**src/rtl/inputcond_pkg.sv**
```systemverilog
//------------------------------------------------------------------------------
// Module   : inputcond_pkg
// Brief    : Shared debounce state encoding and glitch-counter constants.
// Revision : 1.0
//------------------------------------------------------------------------------
`default_nettype none

package inputcond_pkg;

    typedef enum logic [0:0] {
        ST_STABLE = 1'b0,
        ST_COUNT  = 1'b1
    } state_t;

    localparam int                      GLITCH_CNT_W   = 8;
    localparam logic [GLITCH_CNT_W-1:0] GLITCH_CNT_MAX = 8'hFF;

endpackage

`default_nettype wire

```
**src/rtl/inputcond_channel.sv**
```systemverilog
//------------------------------------------------------------------------------
// Module   : inputcond_channel
// Brief    : One synchroniser + debounce FSM + edge-pulse slice.
//            Optional glitch counter under INPUTCOND_GLITCH_CNT_EN.
// Revision : 1.0
//------------------------------------------------------------------------------
`default_nettype none

module inputcond_channel
    import inputcond_pkg::*;
#(
    parameter int   SYNC_STAGES   = 2,
    parameter int   COUNTER_WIDTH = 3,
    parameter int   WAIT_TIME     = 3,
    parameter logic RESET_VALUE   = 1'b0
) (
    input  logic                    clk,
    input  logic                    rst_n,
`ifdef INPUTCOND_GLITCH_CNT_EN
    input  logic                    i_glitch_clr,
    output logic [GLITCH_CNT_W-1:0] o_glitch_cnt,
`endif
    input  logic                    i_noisy,
    output logic                    o_conditioned,
    output logic                    o_posedge_p,
    output logic                    o_negedge_p
);

    localparam logic [COUNTER_WIDTH-1:0] c_WAIT_CNT = COUNTER_WIDTH'(WAIT_TIME);

    logic [SYNC_STAGES-1:0]   r_sync;
    logic                     r_cond;
    logic                     r_pos;
    logic                     r_neg;
    logic [COUNTER_WIDTH-1:0] r_cnt;
    state_t                   r_state;
    logic                     w_s;
    logic                     w_abort;

    assign w_s     = r_sync[SYNC_STAGES-1];
    assign w_abort = (r_state == ST_COUNT) && (w_s == r_cond);

    always_ff @(posedge clk or negedge rst_n) begin
        if (!rst_n) begin
            r_sync  <= {SYNC_STAGES{RESET_VALUE}};
            r_cond  <= RESET_VALUE;
            r_pos   <= 1'b0;
            r_neg   <= 1'b0;
            r_cnt   <= '0;
            r_state <= ST_STABLE;
        end else begin
            r_sync <= {r_sync[SYNC_STAGES-2:0], i_noisy};
            r_pos  <= 1'b0;
            r_neg  <= 1'b0;
            unique case (r_state)
                ST_STABLE: begin
                    r_cnt <= '0;
                    if (w_s != r_cond) begin
                        // With no dwell the first differing sample commits directly.
                        if (WAIT_TIME == 0) begin
                            r_cond <= w_s;
                            r_pos  <= w_s;
                            r_neg  <= ~w_s;
                        end else begin
                            r_state <= ST_COUNT;
                            r_cnt   <= COUNTER_WIDTH'(1);
                        end
                    end
                end
                ST_COUNT: begin
                    if (w_abort) begin
                        r_state <= ST_STABLE;
                        r_cnt   <= '0;
                    end else if (r_cnt == c_WAIT_CNT) begin
                        r_cond  <= w_s;
                        r_pos   <= w_s;
                        r_neg   <= ~w_s;
                        r_state <= ST_STABLE;
                        r_cnt   <= '0;
                    end else begin
                        r_cnt <= r_cnt + COUNTER_WIDTH'(1);
                    end
                end
                default: begin
                    r_state <= ST_STABLE;
                    r_cnt   <= '0;
                end
            endcase
        end
    end

    assign o_conditioned = r_cond;
    assign o_posedge_p   = r_pos;
    assign o_negedge_p   = r_neg;

`ifdef INPUTCOND_GLITCH_CNT_EN
    logic [GLITCH_CNT_W-1:0] r_glitch_cnt;

    // Clear has priority over a coincident abort.
    always_ff @(posedge clk or negedge rst_n) begin
        if (!rst_n) begin
            r_glitch_cnt <= '0;
        end else if (i_glitch_clr) begin
            r_glitch_cnt <= '0;
        end else if (w_abort && (r_glitch_cnt != GLITCH_CNT_MAX)) begin
            r_glitch_cnt <= r_glitch_cnt + GLITCH_CNT_W'(1);
        end
    end

    assign o_glitch_cnt = r_glitch_cnt;
`endif

endmodule

`default_nettype wire

```
**src/rtl/multi_input_conditioner.sv**
```systemverilog
//------------------------------------------------------------------------------
// Module   : multi_input_conditioner
// Brief    : NCHAN independent debounced inputs with edge pulses and any_edge.
//            Glitch counters enabled by defining INPUTCOND_GLITCH_CNT_EN.
// Revision : 1.0
//------------------------------------------------------------------------------
`default_nettype none

module multi_input_conditioner
    import inputcond_pkg::*;
#(
    parameter int   NCHAN         = 4,
    parameter int   SYNC_STAGES   = 2,
    parameter int   COUNTER_WIDTH = 3,
    parameter int   WAIT_TIME     = 3,
    parameter logic RESET_VALUE   = 1'b0
) (
    input  logic                          clk,
    input  logic                          rst_n,
    input  logic [NCHAN-1:0]              noisy,
    output logic [NCHAN-1:0]              conditioned,
    output logic [NCHAN-1:0]              posedge_p,
    output logic [NCHAN-1:0]              negedge_p,
`ifdef INPUTCOND_GLITCH_CNT_EN
    input  logic                          glitch_clr,
    output logic [NCHAN*GLITCH_CNT_W-1:0] glitch_cnt,
`endif
    output logic                          any_edge
);

    logic r_any_edge;

    if (((2 ** COUNTER_WIDTH) - 1) < WAIT_TIME) begin : g_width_check
        $error("COUNTER_WIDTH too small to hold WAIT_TIME");
    end

    for (genvar gi = 0; gi < NCHAN; gi++) begin : g_chan
        inputcond_channel #(
            .SYNC_STAGES   (SYNC_STAGES),
            .COUNTER_WIDTH (COUNTER_WIDTH),
            .WAIT_TIME     (WAIT_TIME),
            .RESET_VALUE   (RESET_VALUE)
        ) u_channel (
            .clk           (clk),
            .rst_n         (rst_n),
`ifdef INPUTCOND_GLITCH_CNT_EN
            .i_glitch_clr  (glitch_clr),
            .o_glitch_cnt  (glitch_cnt[gi*GLITCH_CNT_W +: GLITCH_CNT_W]),
`endif
            .i_noisy       (noisy[gi]),
            .o_conditioned (conditioned[gi]),
            .o_posedge_p   (posedge_p[gi]),
            .o_negedge_p   (negedge_p[gi])
        );
    end

    always_ff @(posedge clk or negedge rst_n) begin
        if (!rst_n) begin
            r_any_edge <= 1'b0;
        end else begin
            r_any_edge <= |(posedge_p | negedge_p);
        end
    end

    assign any_edge = r_any_edge;

endmodule

`default_nettype wire

```
**config.mk**
```make
export PLATFORM = sky130hd
export DESIGN_NAME = multi_input_conditioner
export DESIGN_NICKNAME = d
export VERILOG_FILES = /design/src/rtl/inputcond_pkg.sv /design/src/rtl/inputcond_channel.sv /design/src/rtl/multi_input_conditioner.sv
export SDC_FILE = /design/constraint.sdc
export NUM_CORES = 1
export LEC_CHECK = 0
export BUFFER_PORTS_ARGS = -buffer_cell sky130_fd_sc_hd__buf_2
export CORE_UTILIZATION = 30
export DETAILED_ROUTE_END_ITERATION = 12
export REMOVE_ABC_BUFFERS = 1
export SYNTH_ARGS = -nofsm -noshare
export SYNTH_HDL_FRONTEND = slang
export SYNTH_HIERARCHICAL = 1
export SYNTH_SLANG_ARGS = --single-unit
```
**constraint.sdc**
```tcl
create_clock -name clk -period 1.1 [get_ports clk]
set_input_delay 0.055 -clock clk [delete_from_list [all_inputs] [get_ports clk]]
set_output_delay 0.055 -clock clk [all_outputs]
set_load 0.005 [all_outputs]
```
==> out/metrics.cfg <==
[critical_path]
r2r-start=g_chan[2].u_channel/r_cnt[0]
critical_path.max_fanout=3
cp-start-kind=flop
cp.arrival_ps=1370
end_kind=flop
path_cells=ha_2, nor2b_4, nand2_2, mux2_4
crit_family=flip-flops
worst_path_max_delay_cell=dfrtp_1
path_buf_inv=0
critPathLaunch=g_chan[2].u_channel/r_cnt[0]
crit_required_ps=1270
slowest_delay_ps=370
critical_path_class=reg2reg

[clock_tree]
clockRootBuffer=clkbuf_8
cts_tree=yes
cts_buffer_depth=2
cts.sink_count=37
clk-insertion-delay-late_ps=280
cts.htree.levels=2
cts_buffers=5
path_clk_slew_ps=70

[place]
dpl.hpwl_um=1540
gp_congestion=0.727
port_buffers=18
dpl-instance-area_sq_um=1680
dp_slack_ps=-129

[pwr]
powerDensity_nw_per_um2=2180
p_leak_uw=0.000956
vdd_drop_max_mv=1.09

[floorplan]
rows=24
fp.dieW_um=70.6
fp.dieH_um=70.6
start_util=0.318
dieArea_sq_um=4990
pin_count=19
core_sq_um=4440

[run]
maxCapViolCount=0

[detailed_routing]
detail_route.wl_per_cell_um=12.2
via_per_inst=4.33
vias=857
detail-route-antenna-nets=0
drt_iter0_markers=35
routed_wl_um=2410
drc=3
first_pass_iters=7

[sta]
tightest_slew_ps=409
rsz0062_at_grt=true
relSlewSlack=0.725
setup_ws_ps=-97.4
fin_skew_ps=4.69
fmax_mhz=835
finalCritPeriodShare=1.09
setup_viol=15
period_needed_ps=1200
finalMaxSlewViolations=0
hold_violations=0

[outcome]
violations=DRC, setup timing
outcome=finished, violations left

[logic_synthesis]
synth-edff-count=0
synth.top_cell.area_share=0.655
ys_ff_latch=37
synth_most_common_cell=dfrtp_1
syn_avg_cell_area_sq_um=15.4
synth_top_area_cell=dfrtp_1
ys_top_cells_by_count=37 x dfrtp_1, 8 x and2_1, 8 x nor3b_1, 8 x nor3b_2, 5 x nand2_1
async_flop_share=1.00
synthTopCellsByArea=dfrtp_1 66%, nor3b_2 7.1%, mux2_4 4.3%
synthCells=92
yosys_most_used_dff=dfrtp_1
yosysSeqAreaShare=0.655
synth_cell_type_count=12
yosysWarningCount=6
synth_area_sq_um=1410

[final_layout]
drive_gt1_frac=0.623
nFillCells=406
regArea_sq_um=930
area_growth_pct=42.8
n_antenna_cell=0
final_area_sq_um=2020
multiInputGateArea_sq_um=592
fin_nets=155
final_util=0.454

[global_route]
grt_pass1_vias=872
grt.overflow.total=0
antenna_found_initial=0
grt_max_degree=38
track_usage=0.106
grt_pass1_wl_um=3990

[worst_hold_path]
holdCritPathClass=in2async

## layout make-up
cell class,instances,area share
Sequential cell,37,0.461
Multi-Input combinational cell,55,0.293
Timing Repair Buffer,46,0.172
Clock buffer,6,0.0360
Tap cell,52,0.0323
Clock inverter,2,0.00496
## final timing paths
check	cells after the start	slack, ps	to
max reg2reg	4	-100	g_chan[2].u_channel/o_conditioned
max	4	-100	g_chan[2].u_channel/o_conditioned
max in group asynchronous	3	640	g_chan[0].u_channel/r_sync[1]
min	3	260	g_chan[1].u_channel/o_negedge_p
min reg2reg	0	350	g_chan[1].u_channel/r_sync[1]
min in group clk	0	350	g_chan[1].u_channel/r_sync[1]
## cell usage in the layout, fill, tap and decap left out
cell / netlist / layout
and2_1: 8 / 5
clkbuf_8: 0 / 5
clkinv_2: 0 / 2
o21ai_0: 4 / 1
nor2b_4: 4 / 4
nand2_1: 5 / 5
dfrtp_1: 37 / 34
o21ai_2: 0 / 2
buf_2: 0 / 18
buf_4: 0 / 16
xor2_2: 0 / 2
nor3b_2: 8 / 15
buf_12: 0 / 1
xor2_1: 4 / 1
and2_4: 0 / 3
dlygate4sd3_1: 0 / 5
ha_2: 0 / 4
dfrtp_2: 0 / 3
mux2_4: 4 / 4
buf_6: 0 / 6
nor3b_4: 0 / 1
o21ai_1: 0 / 1
nand2_2: 4 / 4
clkbuf_1: 0 / 1
nor4_1: 2 / 2
xor2_4: 0 / 1
## worst min-delay path: stages
cell and delay (ps):
dlygate4sd3_1 520, buf_2 130, buf_12 210
## repair_timing
item                                    in CTS  in global routing
hold buffers                                 5                  0
buffers inserted                             8                  2
resized for setup                           22                 12
hold endpoints to repair                    41                  0
endpoints found under the setup margin      17                 28
pin swaps                                   13                  6
gates cloned                                 0                  0
## routing by layer
metal / track usage / up-vias / wire length [um]
li1: - / 415 / -
met1: 0.128 / 420 / 1040
met2: 0.173 / 20 / 1210
met3: 0.0456 / 2 / 133
met4: 0.0333 / 0 / 23
met5: 0 / - / 0
## cells by family (layout without fill, tap and decap cells)
family | after synthesis | count (layout) | synth area share
compound gates | 4 | 4 | 0.0142
xor+xnor | 4 | 4 | 0.0248
fa+ha+maj | 4 | 4 | 0.0354
buf+inv | 0 | 54 | 0
flops | 37 | 37 | 0.655
mux | 4 | 4 | 0.0425
simple gates | 39 | 39 | 0.228
## flip-flops by register name, summed over array words and instances, names as in the netlist
register and cells:
g_chan.u_channel/r_state 4, g_chan.u_channel/r_sync 8, g_chan.u_channel/o_posedge_p 4, any_edge 1
g_chan.u_channel/r_cnt 12, g_chan.u_channel/o_conditioned 4, g_chan.u_channel/o_negedge_p 4
## power by group
part           internal, uW  switching [uW]
sequential             1690             292
clock                   438             452
combinational           972             542
## stage by stage
stage               setup TNS [ps]  power [uW]  instances  hold WS, ps
floorplan                     -394        2600         92         -241
global placement              -702        2990        175         30.8
detailed placement           -1070        3080        175         35.0
CTS                           -573        4250        196          270
global route                 -2010        4710        198          306
finish                        -706        4390        198          264
(Power assumes the default switching activity.)
